--- config.mk ---
export PLATFORM = sky130hd
export DESIGN_NAME = mem_bus_arbiter_flat
export DESIGN_NICKNAME = d
export VERILOG_FILES = /design/src/rtl/mem_bus_pkg.sv /design/src/rtl/mem_bus_arbiter_if.sv /design/src/rtl/rr_arb2.sv /design/src/rtl/mem_bus_arbiter.sv /design/src/flat_wrapper.sv
export SDC_FILE = /design/constraint.sdc
export NUM_CORES = 1
export LEC_CHECK = 0
export CORE_MARGIN = 2
export CORE_UTILIZATION = 37
export CTS_CLUSTER_SIZE = 8
export DETAILED_ROUTE_END_ITERATION = 10
export HOLD_SLACK_MARGIN = 0.08
export PLACE_DENSITY = 0.82
export SLEW_MARGIN = 10
export SYNTH_ARGS = -nofsm -noshare
export SYNTH_HDL_FRONTEND = slang
export SYNTH_SLANG_ARGS = --single-unit
--- constraint.sdc ---
create_clock -name clk -period 1.39 [get_ports clk]
set_clock_uncertainty 0.05 [all_clocks]
set_input_delay 0.278 -clock clk [delete_from_list [all_inputs] [get_ports clk]]
set_output_delay 0.278 -clock clk [all_outputs]
set_load 0.05 [all_outputs]
--- src/rtl/mem_bus_pkg.sv ---
// Shared types and constants for the external memory bus arbiter.
package mem_bus_pkg;

   localparam int AW_DEF = 13;
   localparam int DW_DEF = 8;
   localparam int M0     = 0;
   localparam int M1     = 1;

   typedef enum logic [1:0] {
      ST_IDLE   = 2'd0,
      ST_ACCESS = 2'd1,
      ST_DONE   = 2'd2
   } state_e;

   function automatic logic [1:0] onehot2(input logic idx);
      return idx ? 2'b10 : 2'b01;
   endfunction

endpackage

--- src/rtl/mem_bus_arbiter_if.sv ---
// Requester handshakes and external bus signals of mem_bus_arbiter.
// MEM_ARB_LOCK_EN adds the per-requester lock inputs.
interface mem_bus_arbiter_if #(
   parameter int AW = mem_bus_pkg::AW_DEF,
   parameter int DW = mem_bus_pkg::DW_DEF
);
   logic          m0_req, m0_wr, m0_ack;
   logic [AW-1:0] m0_addr;
   logic [DW-1:0] m0_wdata, m0_rdata;
   logic          m1_req, m1_wr, m1_ack;
   logic [AW-1:0] m1_addr;
   logic [DW-1:0] m1_wdata, m1_rdata;
   logic          rd, wr, bus_oe, busy;
   logic [AW-1:0] addr;
   logic [DW-1:0] bus_wdata, bus_rdata;
   logic [1:0]    gnt;
`ifdef MEM_ARB_LOCK_EN
   logic          m0_lock, m1_lock;
`endif

   // Requester / board side.
   modport master (
`ifdef MEM_ARB_LOCK_EN
      output m0_lock, m1_lock,
`endif
      output m0_req, m0_wr, m0_addr, m0_wdata,
      output m1_req, m1_wr, m1_addr, m1_wdata, bus_rdata,
      input  m0_ack, m0_rdata, m1_ack, m1_rdata,
      input  rd, wr, addr, bus_wdata, bus_oe, gnt, busy
   );

   // Arbiter side.
   modport slave (
`ifdef MEM_ARB_LOCK_EN
      input  m0_lock, m1_lock,
`endif
      input  m0_req, m0_wr, m0_addr, m0_wdata,
      input  m1_req, m1_wr, m1_addr, m1_wdata, bus_rdata,
      output m0_ack, m0_rdata, m1_ack, m1_rdata,
      output rd, wr, addr, bus_wdata, bus_oe, gnt, busy
   );
endinterface

--- src/rtl/rr_arb2.sv ---
// Two-way round-robin grant with last-served pointer (resets to 1 so M0 wins the first tie).
// MEM_ARB_LOCK_EN adds a lock override that re-grants the previous owner.
module rr_arb2
   import mem_bus_pkg::*;
(
   input  logic       clk,
   input  logic       rst,
   input  logic [1:0] req_i,
   input  logic       upd_i,
   input  logic       owner_i,
`ifdef MEM_ARB_LOCK_EN
   input  logic       take_i,
   input  logic       lock_i,
`endif
   output logic [1:0] gnt_o
);

   logic last_q;

   always_ff @(posedge clk) begin
      if (!rst)       last_q <= 1'b1;
      else if (upd_i) last_q <= owner_i;
   end

`ifdef MEM_ARB_LOCK_EN
   logic lock_q, lock_own_q;

   // Lock is armed in the owner's DONE cycle and consumed by the next grant.
   always_ff @(posedge clk) begin
      if (!rst) begin
         lock_q     <= 1'b0;
         lock_own_q <= 1'b0;
      end else if (upd_i) begin
         lock_q     <= lock_i;
         lock_own_q <= owner_i;
      end else if (take_i) begin
         lock_q     <= 1'b0;
      end
   end
`endif

   always_comb begin
      gnt_o = 2'b00;
      if (req_i == 2'b11)  gnt_o = onehot2(~last_q);
      else if (req_i[M0])  gnt_o = onehot2(1'b0);
      else if (req_i[M1])  gnt_o = onehot2(1'b1);
`ifdef MEM_ARB_LOCK_EN
      if (lock_q && req_i[lock_own_q]) gnt_o = onehot2(lock_own_q);
`endif
   end

endmodule

--- src/rtl/mem_bus_arbiter.sv ---
// Two-requester external memory bus arbiter: round-robin grant, WAIT_STATES-stretched strobe,
// one-cycle ack with captured read data. Define MEM_ARB_LOCK_EN for atomic lock re-grant.
module mem_bus_arbiter
   import mem_bus_pkg::*;
#(
   parameter int AW          = AW_DEF,
   parameter int DW          = DW_DEF,
   parameter int WAIT_STATES = 1
) (
   input logic              clk,
   input logic              rst,
   mem_bus_arbiter_if.slave bus
);

   state_e        state_q;
   logic [3:0]    cnt_q;
   logic          owner_q;
   logic          rd_q, wr_q;
   logic [AW-1:0] addr_q;
   logic [DW-1:0] wdata_q, rdata0_q, rdata1_q;
   logic [1:0]    gnt_q;
   logic          ack0_q, ack1_q;

   logic [1:0]    req, arb_gnt;
   logic          take, upd;

   assign req  = {bus.m1_req, bus.m0_req};
   assign take = (state_q == ST_IDLE) && (arb_gnt != 2'b00);
   assign upd  = (state_q == ST_DONE);

   rr_arb2 u_arb (
      .clk     (clk),
      .rst     (rst),
      .req_i   (req),
      .upd_i   (upd),
      .owner_i (owner_q),
`ifdef MEM_ARB_LOCK_EN
      .take_i  (take),
      .lock_i  (owner_q ? bus.m1_lock : bus.m0_lock),
`endif
      .gnt_o   (arb_gnt)
   );

   // Bus outputs are loaded at grant so requester changes mid-transfer are ignored.
   always_ff @(posedge clk) begin
      if (!rst) begin
         state_q  <= ST_IDLE;
         cnt_q    <= '0;
         owner_q  <= 1'b0;
         rd_q     <= 1'b0;
         wr_q     <= 1'b0;
         addr_q   <= '0;
         wdata_q  <= '0;
         gnt_q    <= '0;
         ack0_q   <= 1'b0;
         ack1_q   <= 1'b0;
         rdata0_q <= '0;
         rdata1_q <= '0;
      end else begin
         ack0_q <= 1'b0;
         ack1_q <= 1'b0;
         case (state_q)
            ST_IDLE: if (take) begin
               owner_q <= arb_gnt[M1];
               gnt_q   <= arb_gnt;
               cnt_q   <= 4'(WAIT_STATES);
               state_q <= ST_ACCESS;
               if (arb_gnt[M1]) begin
                  rd_q    <= ~bus.m1_wr;
                  wr_q    <= bus.m1_wr;
                  addr_q  <= bus.m1_addr;
                  wdata_q <= bus.m1_wdata;
               end else begin
                  rd_q    <= ~bus.m0_wr;
                  wr_q    <= bus.m0_wr;
                  addr_q  <= bus.m0_addr;
                  wdata_q <= bus.m0_wdata;
               end
            end
            ST_ACCESS: if (cnt_q == 4'd0) begin
               rd_q    <= 1'b0;
               wr_q    <= 1'b0;
               if (!wr_q) begin
                  if (owner_q) rdata1_q <= bus.bus_rdata;
                  else         rdata0_q <= bus.bus_rdata;
               end
               ack0_q  <= ~owner_q;
               ack1_q  <= owner_q;
               state_q <= ST_DONE;
            end else begin
               cnt_q   <= cnt_q - 4'd1;
            end
            ST_DONE: begin
               gnt_q   <= 2'b00;
               state_q <= ST_IDLE;
            end
            default: state_q <= ST_IDLE;
         endcase
      end
   end

   assign bus.rd        = rd_q;
   assign bus.wr        = wr_q;
   assign bus.bus_oe    = wr_q;
   assign bus.addr      = addr_q;
   assign bus.bus_wdata = wdata_q;
   assign bus.gnt       = gnt_q;
   assign bus.busy      = (state_q != ST_IDLE);
   assign bus.m0_ack    = ack0_q;
   assign bus.m1_ack    = ack1_q;
   assign bus.m0_rdata  = rdata0_q;
   assign bus.m1_rdata  = rdata1_q;

endmodule

--- src/flat_wrapper.sv ---
// flat-port wrapper written by rule: the top's interface ports become plain ports
module mem_bus_arbiter_flat import mem_bus_pkg::*;
#(
   parameter int AW          = AW_DEF,
   parameter int DW          = DW_DEF,
   parameter int WAIT_STATES = 1
)
  (clk, rst, bus_m0_req, bus_m0_wr, bus_m0_addr, bus_m0_wdata, bus_m1_req, bus_m1_wr, bus_m1_addr, bus_m1_wdata, bus_bus_rdata, bus_m0_ack, bus_m0_rdata, bus_m1_ack, bus_m1_rdata, bus_rd, bus_wr, bus_addr, bus_bus_wdata, bus_bus_oe, bus_gnt, bus_busy);
  mem_bus_arbiter_if #(.AW(AW), .DW(DW)) bus_i ();
  input logic clk;
  input logic rst;
  input wire logic [$bits(bus_i.m0_req)-1:0] bus_m0_req;
  input wire logic [$bits(bus_i.m0_wr)-1:0] bus_m0_wr;
  input wire logic [$bits(bus_i.m0_addr)-1:0] bus_m0_addr;
  input wire logic [$bits(bus_i.m0_wdata)-1:0] bus_m0_wdata;
  input wire logic [$bits(bus_i.m1_req)-1:0] bus_m1_req;
  input wire logic [$bits(bus_i.m1_wr)-1:0] bus_m1_wr;
  input wire logic [$bits(bus_i.m1_addr)-1:0] bus_m1_addr;
  input wire logic [$bits(bus_i.m1_wdata)-1:0] bus_m1_wdata;
  input wire logic [$bits(bus_i.bus_rdata)-1:0] bus_bus_rdata;
  output wire logic [$bits(bus_i.m0_ack)-1:0] bus_m0_ack;
  output wire logic [$bits(bus_i.m0_rdata)-1:0] bus_m0_rdata;
  output wire logic [$bits(bus_i.m1_ack)-1:0] bus_m1_ack;
  output wire logic [$bits(bus_i.m1_rdata)-1:0] bus_m1_rdata;
  output wire logic [$bits(bus_i.rd)-1:0] bus_rd;
  output wire logic [$bits(bus_i.wr)-1:0] bus_wr;
  output wire logic [$bits(bus_i.addr)-1:0] bus_addr;
  output wire logic [$bits(bus_i.bus_wdata)-1:0] bus_bus_wdata;
  output wire logic [$bits(bus_i.bus_oe)-1:0] bus_bus_oe;
  output wire logic [$bits(bus_i.gnt)-1:0] bus_gnt;
  output wire logic [$bits(bus_i.busy)-1:0] bus_busy;
  assign bus_i.m0_req = bus_m0_req;
  assign bus_i.m0_wr = bus_m0_wr;
  assign bus_i.m0_addr = bus_m0_addr;
  assign bus_i.m0_wdata = bus_m0_wdata;
  assign bus_i.m1_req = bus_m1_req;
  assign bus_i.m1_wr = bus_m1_wr;
  assign bus_i.m1_addr = bus_m1_addr;
  assign bus_i.m1_wdata = bus_m1_wdata;
  assign bus_i.bus_rdata = bus_bus_rdata;
  assign bus_m0_ack = bus_i.m0_ack;
  assign bus_m0_rdata = bus_i.m0_rdata;
  assign bus_m1_ack = bus_i.m1_ack;
  assign bus_m1_rdata = bus_i.m1_rdata;
  assign bus_rd = bus_i.rd;
  assign bus_wr = bus_i.wr;
  assign bus_addr = bus_i.addr;
  assign bus_bus_wdata = bus_i.bus_wdata;
  assign bus_bus_oe = bus_i.bus_oe;
  assign bus_gnt = bus_i.gnt;
  assign bus_busy = bus_i.busy;
  mem_bus_arbiter #(.AW(AW), .DW(DW), .WAIT_STATES(WAIT_STATES)) u_core (.clk(clk), .rst(rst), .bus(bus_i));
endmodule
==> impl_metrics.toml <==
[global_routing]
grt_pass1_vias = 2133
antenna_found_initial = 0
track_usage_pct = 19.7
grt_pass1_wl_um = 9960
grt-ovfl-total = 0
grt_start_max_net_pins = 37

[drt]
drt-total-wl_um = 6330
vias = 2128
drtPass1Iterations = 4
vias_per_cell = 5.05
ant_nets = 0
drt_iter0_markers = 130
wire_per_inst_um = 15.0
drcViolationCount = 0

[clock_tree]
clock_latency_ps = 300
cts_tree = "done"
cts_num_sinks = 51
path_clk_slew_ps = 100
cts_max_level = 2
cts_buffers = 5
cts_buffer_depth = 2
clockRootBuffer = "clkbuf_8"

[logic_synthesis]
yosysSeqAreaShare_pct = 47.9
yosysWarnings = 0
netlist.area_leader.share_pct = 47.9
synth_seq_cells = 51
synth.cell_area_mm2 = 0.00213
avgSynthCellArea_um2 = 9.40
syn_inst = 227
synthesis.nets = 284
synth_area_leaders = "dfxtp_1 (48%), mux2i_1 (18%), a21oi_1 (5.9%)"
yosysUniqueCellTypes = 31
yosysTopAreaCell = "dfxtp_1"

[worst_setup_path]
worstPathArrival_ps = 1670
path_buf_inv = 1
rrSetupSlack_ps = -90
start_kind = "register"
cpPeakStageDelay_ps = 340
path_max_fanout = 5
path_cells = "inv_2 -> ha_4 -> nor3b_4 -> nor2_1 -> mux2_2 -> a21oi_2"
worstPathRequired_ps = 1580
cp_top_family = "simple AND/OR/NAND/NOR gates"
cp_slowest_cell = "dfxtp_2"
critPathKind = "reg -> reg"
r2r_end = "u_core.cnt_q[0]"
end_kind = "register"
r2r-start = "u_core.cnt_q[0]"
worst-r2r-cell-count = 6

[pwr]
sw_frac_of_total_pct = 37.6
power.total_uw = 5440
ir_drop_mv = 0.854
p_clk_share_pct = 16.0
p_leak_uw = 0.00171
power_frac_comb_pct = 48.7
p_int_uw = 3400
seqPwrFrac_pct = 35.3
p_sw_uw = 2040
power_density_mw_per_mm2 = 1350

[floorplan]
ioPinCount = 101
dieArea_mm2 = 0.00639
rows = 27
die-height_um = 79.9
die_w_um = 79.9
core_mm2 = 0.00554
initial_core_util_pct = 38.5

[cells_and_area]
antenna_cells = 0
fin_area_mm2 = 0.00405
layout-drive-gt1-share_pct = 30.1
fin_nets = 405
fillers = 402
fin_util_pct = 73.1
area_growth_pct = 89.7

[timing]
tightest_slew_ps = 349
fin_ws_ps = -89.2
fin_crit_sh_pct = 106
fmax_mhz = 676
slew_viol_final = 0
relSlewSlack_pct = 76.7
period_needed_ps = 1480
final_hold_viol_count = 0
rsz0062_at_grt = "yes"
setup_viol_count_final = 12

[run]
cap_violations = 0

[hold_path]
worstHoldPathCells = 3
min-delay-start = "rst"
hold_class = "in -> reg"
hold_end = "u_core.u_arb.last_q"

[status]
outcome = "complete, but fails checks"
violations = "setup timing"

[placement]
routabilityCongestion = 0.843
place_hpwl_um = 4600
place_area_mm2 = 0.00378
port_buffers = 100
-- cell usage in the layout (no fill, tap or decap), types with 3 or more instances in the layout --
cell type         n
dfxtp_1          46
o21ai_0          25
clkdlybuf4s50_1  52
mux2i_1          38
nand3_1           3
buf_4            22
dfxtp_2           3
inv_2             3
and2_1            3
nor2b_1           3
nor2_1            4
a21oi_1          24
buf_12           47
clkbuf_8          5
nand2_1          32
-- layout make-up --
cell class / instances / area [um2] / area share (%)
Clock buffer: 5 / 68.8 / 1.70
Clock inverter: 3 / 23.8 / 0.587
Inverter: 4 / 17.5 / 0.433
Multi-Input combinational cell: 158 / 1090 / 26.8
Sequential cell: 51 / 1030 / 25.5
Tap cell: 72 / 90.1 / 2.23
Timing Repair Buffer: 128 / 1730 / 42.7
-- power by group through the flow --
stage / combinational, uW / clock [uW] / sequential, uW
after floorplan: 652 / 0 / 2420
after global placement: 2390 / 0 / 1920
after detailed placement: 2430 / 0 / 1930
after CTS: 2550 / 903 / 1910
after global routing: 2790 / 974 / 1950
final: 2650 / 871 / 1920
-- registers in the layout (all words and copies together), names as in the netlist, 2 cells and up --
| name | flops |
|---|---|
| u_core.bus.gnt | 2 |
| u_core.bus.m0_rdata | 8 |
| u_core.cnt_q | 4 |
| u_core.bus.addr | 13 |
| u_core.bus.bus_wdata | 8 |
| u_core.state_q | 2 |
| u_core.bus.m1_rdata | 8 |
-- cell families (layout without fill, tap and decap cells) --
kind of cell | Yosys count | in the layout | share of synthesized area (%)
AO/OA/AOI/OAI | 59 | 59 | 15.1
adder cells (fa/ha/maj) | 1 | 1 | 0.586
buffers and inverters | 18 | 140 | 4.11
flip-flops | 51 | 51 | 47.9
multiplexers | 40 | 40 | 18.9
AND/OR/NAND/NOR | 58 | 58 | 13.4
-- what timing repair did --
action | CTS | global route
gates resized for setup | 21 | 6
buffers inserted | 3 | 4
setup endpoints to repair | 46 | 33
hold buffers | 0 | 0
cloned | 1 | 1
pin swaps | 3 | 2
-- per-layer routing --
| layer | GRT usage (%) | up-vias | wire, um |
|---|---|---|---|
| met5 | 0 | - | 0 |
| met4 | 6.44 | 0 | 76 |
| met3 | 6.56 | 8 | 577 |
| met2 | 35.5 | 98 | 3300 |
| met1 | 21.6 | 986 | 2370 |
| li1 | - | 1036 | - |
-- stage by stage --
step / setup TNS [ps] / worst slack [ps] / std cells / hold slack [ps]
6_report: -265 / -89.2 / 421 / 348
5_1_grt: -1660 / -142 / 421 / 365
4_1_cts: -431 / -70.5 / 416 / 341
3_5_place_dp: -11960 / -387 / 404 / 443
3_3_place_gp: -10090 / -363 / 404 / 433
2_1_floorplan: -43.2 / -43.2 / 227 / 389
-- synth_stat cells, drive strengths merged --
| cell | n |
|---|---|
| a211oi | 1 |
| a21boi | 1 |
| a21oi | 25 |
| a22oi | 1 |
| and2 | 4 |
| and3 | 1 |
| buf | 8 |
| clkbuf | 6 |
| dfxtp | 51 |
| ha | 1 |
| inv | 4 |
| mux2 | 2 |
| mux2i | 38 |
| nand2 | 33 |
| nand2b | 2 |
| nand3 | 3 |
| nand3b | 1 |
| nor2 | 5 |
| nor2b | 4 |
| nor3 | 2 |
| nor3b | 1 |
| nor4 | 2 |
| o21a | 1 |
| o21ai | 27 |
| o22ai | 1 |
| o32ai | 1 |
| o41ai | 1 |
-- worst max path at each step --
stage / start / to / cells past startpoint
3_5_place_dp: bus_m0_req / u_core.bus.addr[11] / 5
2_1_floorplan: u_core.cnt_q[0] / u_core.cnt_q[1] / 6
3_3_place_gp: bus_m1_req / u_core.bus.addr[3] / 5
5_1_grt: u_core.cnt_q[0] / u_core.cnt_q[0] / 6
4_1_cts: u_core.cnt_q[0] / u_core.cnt_q[0] / 6
6_report: u_core.cnt_q[0] / u_core.cnt_q[0] / 6
-- worst min-delay path, delay by kind of cell --
kind	cells	cell delay, ps
buf+inv	2	320
simple gates	1	70
Note: power is estimated with default switching activity, not from simulation.
==> RTL change (same flow settings) <==
Re-encode `state_e` (3 states) as one-hot, 3 bits wide.
--- a/src/rtl/mem_bus_pkg.sv
+++ b/src/rtl/mem_bus_pkg.sv
@@ -7,8 +7,8 @@
    localparam int M1     = 1;
 
-   typedef enum logic [1:0] {
-      ST_IDLE   = 2'd0,
-      ST_ACCESS = 2'd1,
-      ST_DONE   = 2'd2
+   typedef enum logic [2:0] {
+      ST_IDLE   = 3'b001,
+      ST_ACCESS = 3'b010,
+      ST_DONE   = 3'b100
    } state_e;
 
Check against the original RTL: no difference found for any inputs over 10 cycles, from zero or initial values and one cycle with rst low; not proved beyond that.
==> RTL change against the unedited design <==
The flow still finishes with violations (negative setup slack). Cell count rose by 8.6%. Setup slack got worse by 0.087 ns. Final area rose by 13%. Wire length rose by 28%. Via count rose by 19%. Synthesized area rose by 10%. Fmax fell by 5.5%. Combinational power fell by 14%. Total power fell by 8.1%. Sequential cell count rose by 1.
==> RTL change: results <==
{
  "outcome": "complete, but fails checks",
  "violations": "negative setup slack",
  "inverters": 5,
  "synth_area_leaders": "dfxtp_1, mux2i_1, a21oi_1, a211oi_1, nand3_1",
  "seq_share_pct": 23.0,
  "multi_input_area_share_pct": 30.4,
  "pre_cts_ws_ns": -0.413,
  "drive_gt1_share_pct": 39.7,
  "dpl.hpwl_um": 5270,
  "timing.critical_path.to": "u_core.cnt_q[3]$_SDFFE_PN0P_",
  "cp_max_fo": 8,
  "fillCellCount": 421,
  "buf_share_pct": 41.8,
  "cp_slowest_stage_delay_ns": 0.51,
  "multi_input_gates": 173,
  "placed_cells": 436,
  "grt_max_degree": 23,
  "clock_cell_area_share_pct": 2.10,
  "drt_iter0_markers": 85,
  "cp_slowest_cell": "or4b_4",
  "cp.arrival_ns": 1.76,
  "power.leakage_uw": 0.00171,
  "ir_drop_uv": 745,
  "num_vias": 2531,
  "fin_ws_ns": -0.176,
  "grtUsageTotal_pct": 21.1,
  "netlist_instances": 255,
  "min_path_type": "flop to flop",
  "min-delay-start": "u_core.bus.m1_rdata[5]$_SDFFE_PN0P_",
  "setup_violations": 30,
  "synth_nets": 312,
  "place_congestion": 0.799,
  "seq_area_frac_synth_pct": 44.2,
  "n_sequential_cell": 52,
  "post_drt_wl_per_cell_um": 17.7,
  "clock_buffers": 7
}
-- RTL change: changes by cell type in the layout (fill, tap and decap cells not counted), moves of 3 or more --
cell      before  now
a21oi_1       24   38
buf_6          2   12
or4b_4         0    3
mux2i_1       38   21
o21ai_0       25    0
nand3_1        3   17
nand2_1       32    7
nor2_1         4    0
o21ai_2        0   11
a211oi_1       0   18
o21ai_1        2    7
dfxtp_2        3    6
-- RTL change: per-layer routing --
metal | share of wire (%) | GRT usage [%] | vias to the layer above
li1 | - | - | 1196
met4 | 2.8 | 7.48 | 0
met2 | 53 | 37.9 | 113
met3 | 7.4 | 6.53 | 20
met1 | 37 | 23.5 | 1202
met5 | 0 | 0 | -
-- RTL change: kinds of logic (layout without fill, tap and decap cells) --
family / Yosys count / in the layout / synth area share, %
adders and majority gates: 1 / 1 / 0.531
buffers and inverters: 30 / 155 / 6.37
DFF: 52 / 52 / 44.2
muxes: 22 / 22 / 9.34
and+or+nand+nor: 57 / 57 / 15.6
AOI/OAI and AO/OA: 93 / 93 / 24.0
-- RTL change: power by group --
part | internal [uW] | switching, uW | total (uW)
Sequential | 1630 | 164 | 1800
Combinational | 1170 | 1110 | 2280
Clock | 444 | 486 | 931
Total | 3250 | 1760 | 5000
-- RTL change: repair_timing --
| action | 4_1_cts | 5_1_grt |
|---|---|---|
| setup endpoints to repair | 48 | 51 |
| setup buffers | 4 | 5 |
| pin swaps | 17 | 27 |
| cloned | 2 | 3 |
| resized for setup | 41 | 35 |
-- RTL change: worst min path at each step --
stage | to | slack (ns) | depth (start not counted)
2_1_floorplan | u_core.cnt_q[2]$_SDFFE_PN0P_ | 0.36 | 2
3_3_place_gp | u_core.cnt_q[2]$_SDFFE_PN0P_ | 0.42 | 2
3_5_place_dp | u_core.cnt_q[2]$_SDFFE_PN0P_ | 0.43 | 2
4_1_cts | u_core.bus.m1_rdata[7]$_SDFFE_PN0P_ | 0.46 | 2
5_1_grt | u_core.bus.m0_rdata[5]$_SDFFE_PN0P_ | 0.48 | 2
6_report | u_core.bus.m1_rdata[5]$_SDFFE_PN0P_ | 0.46 | 2
-- RTL change: metrics by stage --
step | util [%] | instance area, um^2 | setup TNS, ns
2_1_floorplan | - | 2410 | -4.45
3_3_place_gp | 64.9 | 4050 | -12.03
3_5_place_dp | 64.9 | 4050 | -13.42
4_1_cts | 69.8 | 4360 | -1.48
5_1_grt | 73.4 | 4580 | -4.36
6_report | 73.4 | 4580 | -2.57
-- RTL change: critical path: cells and delay by family (launching register included) --
kind | cells | cell delay, ns
simple gates | 2 | 0.93
compound gates | 1 | 0.07
flops | 1 | 0.45
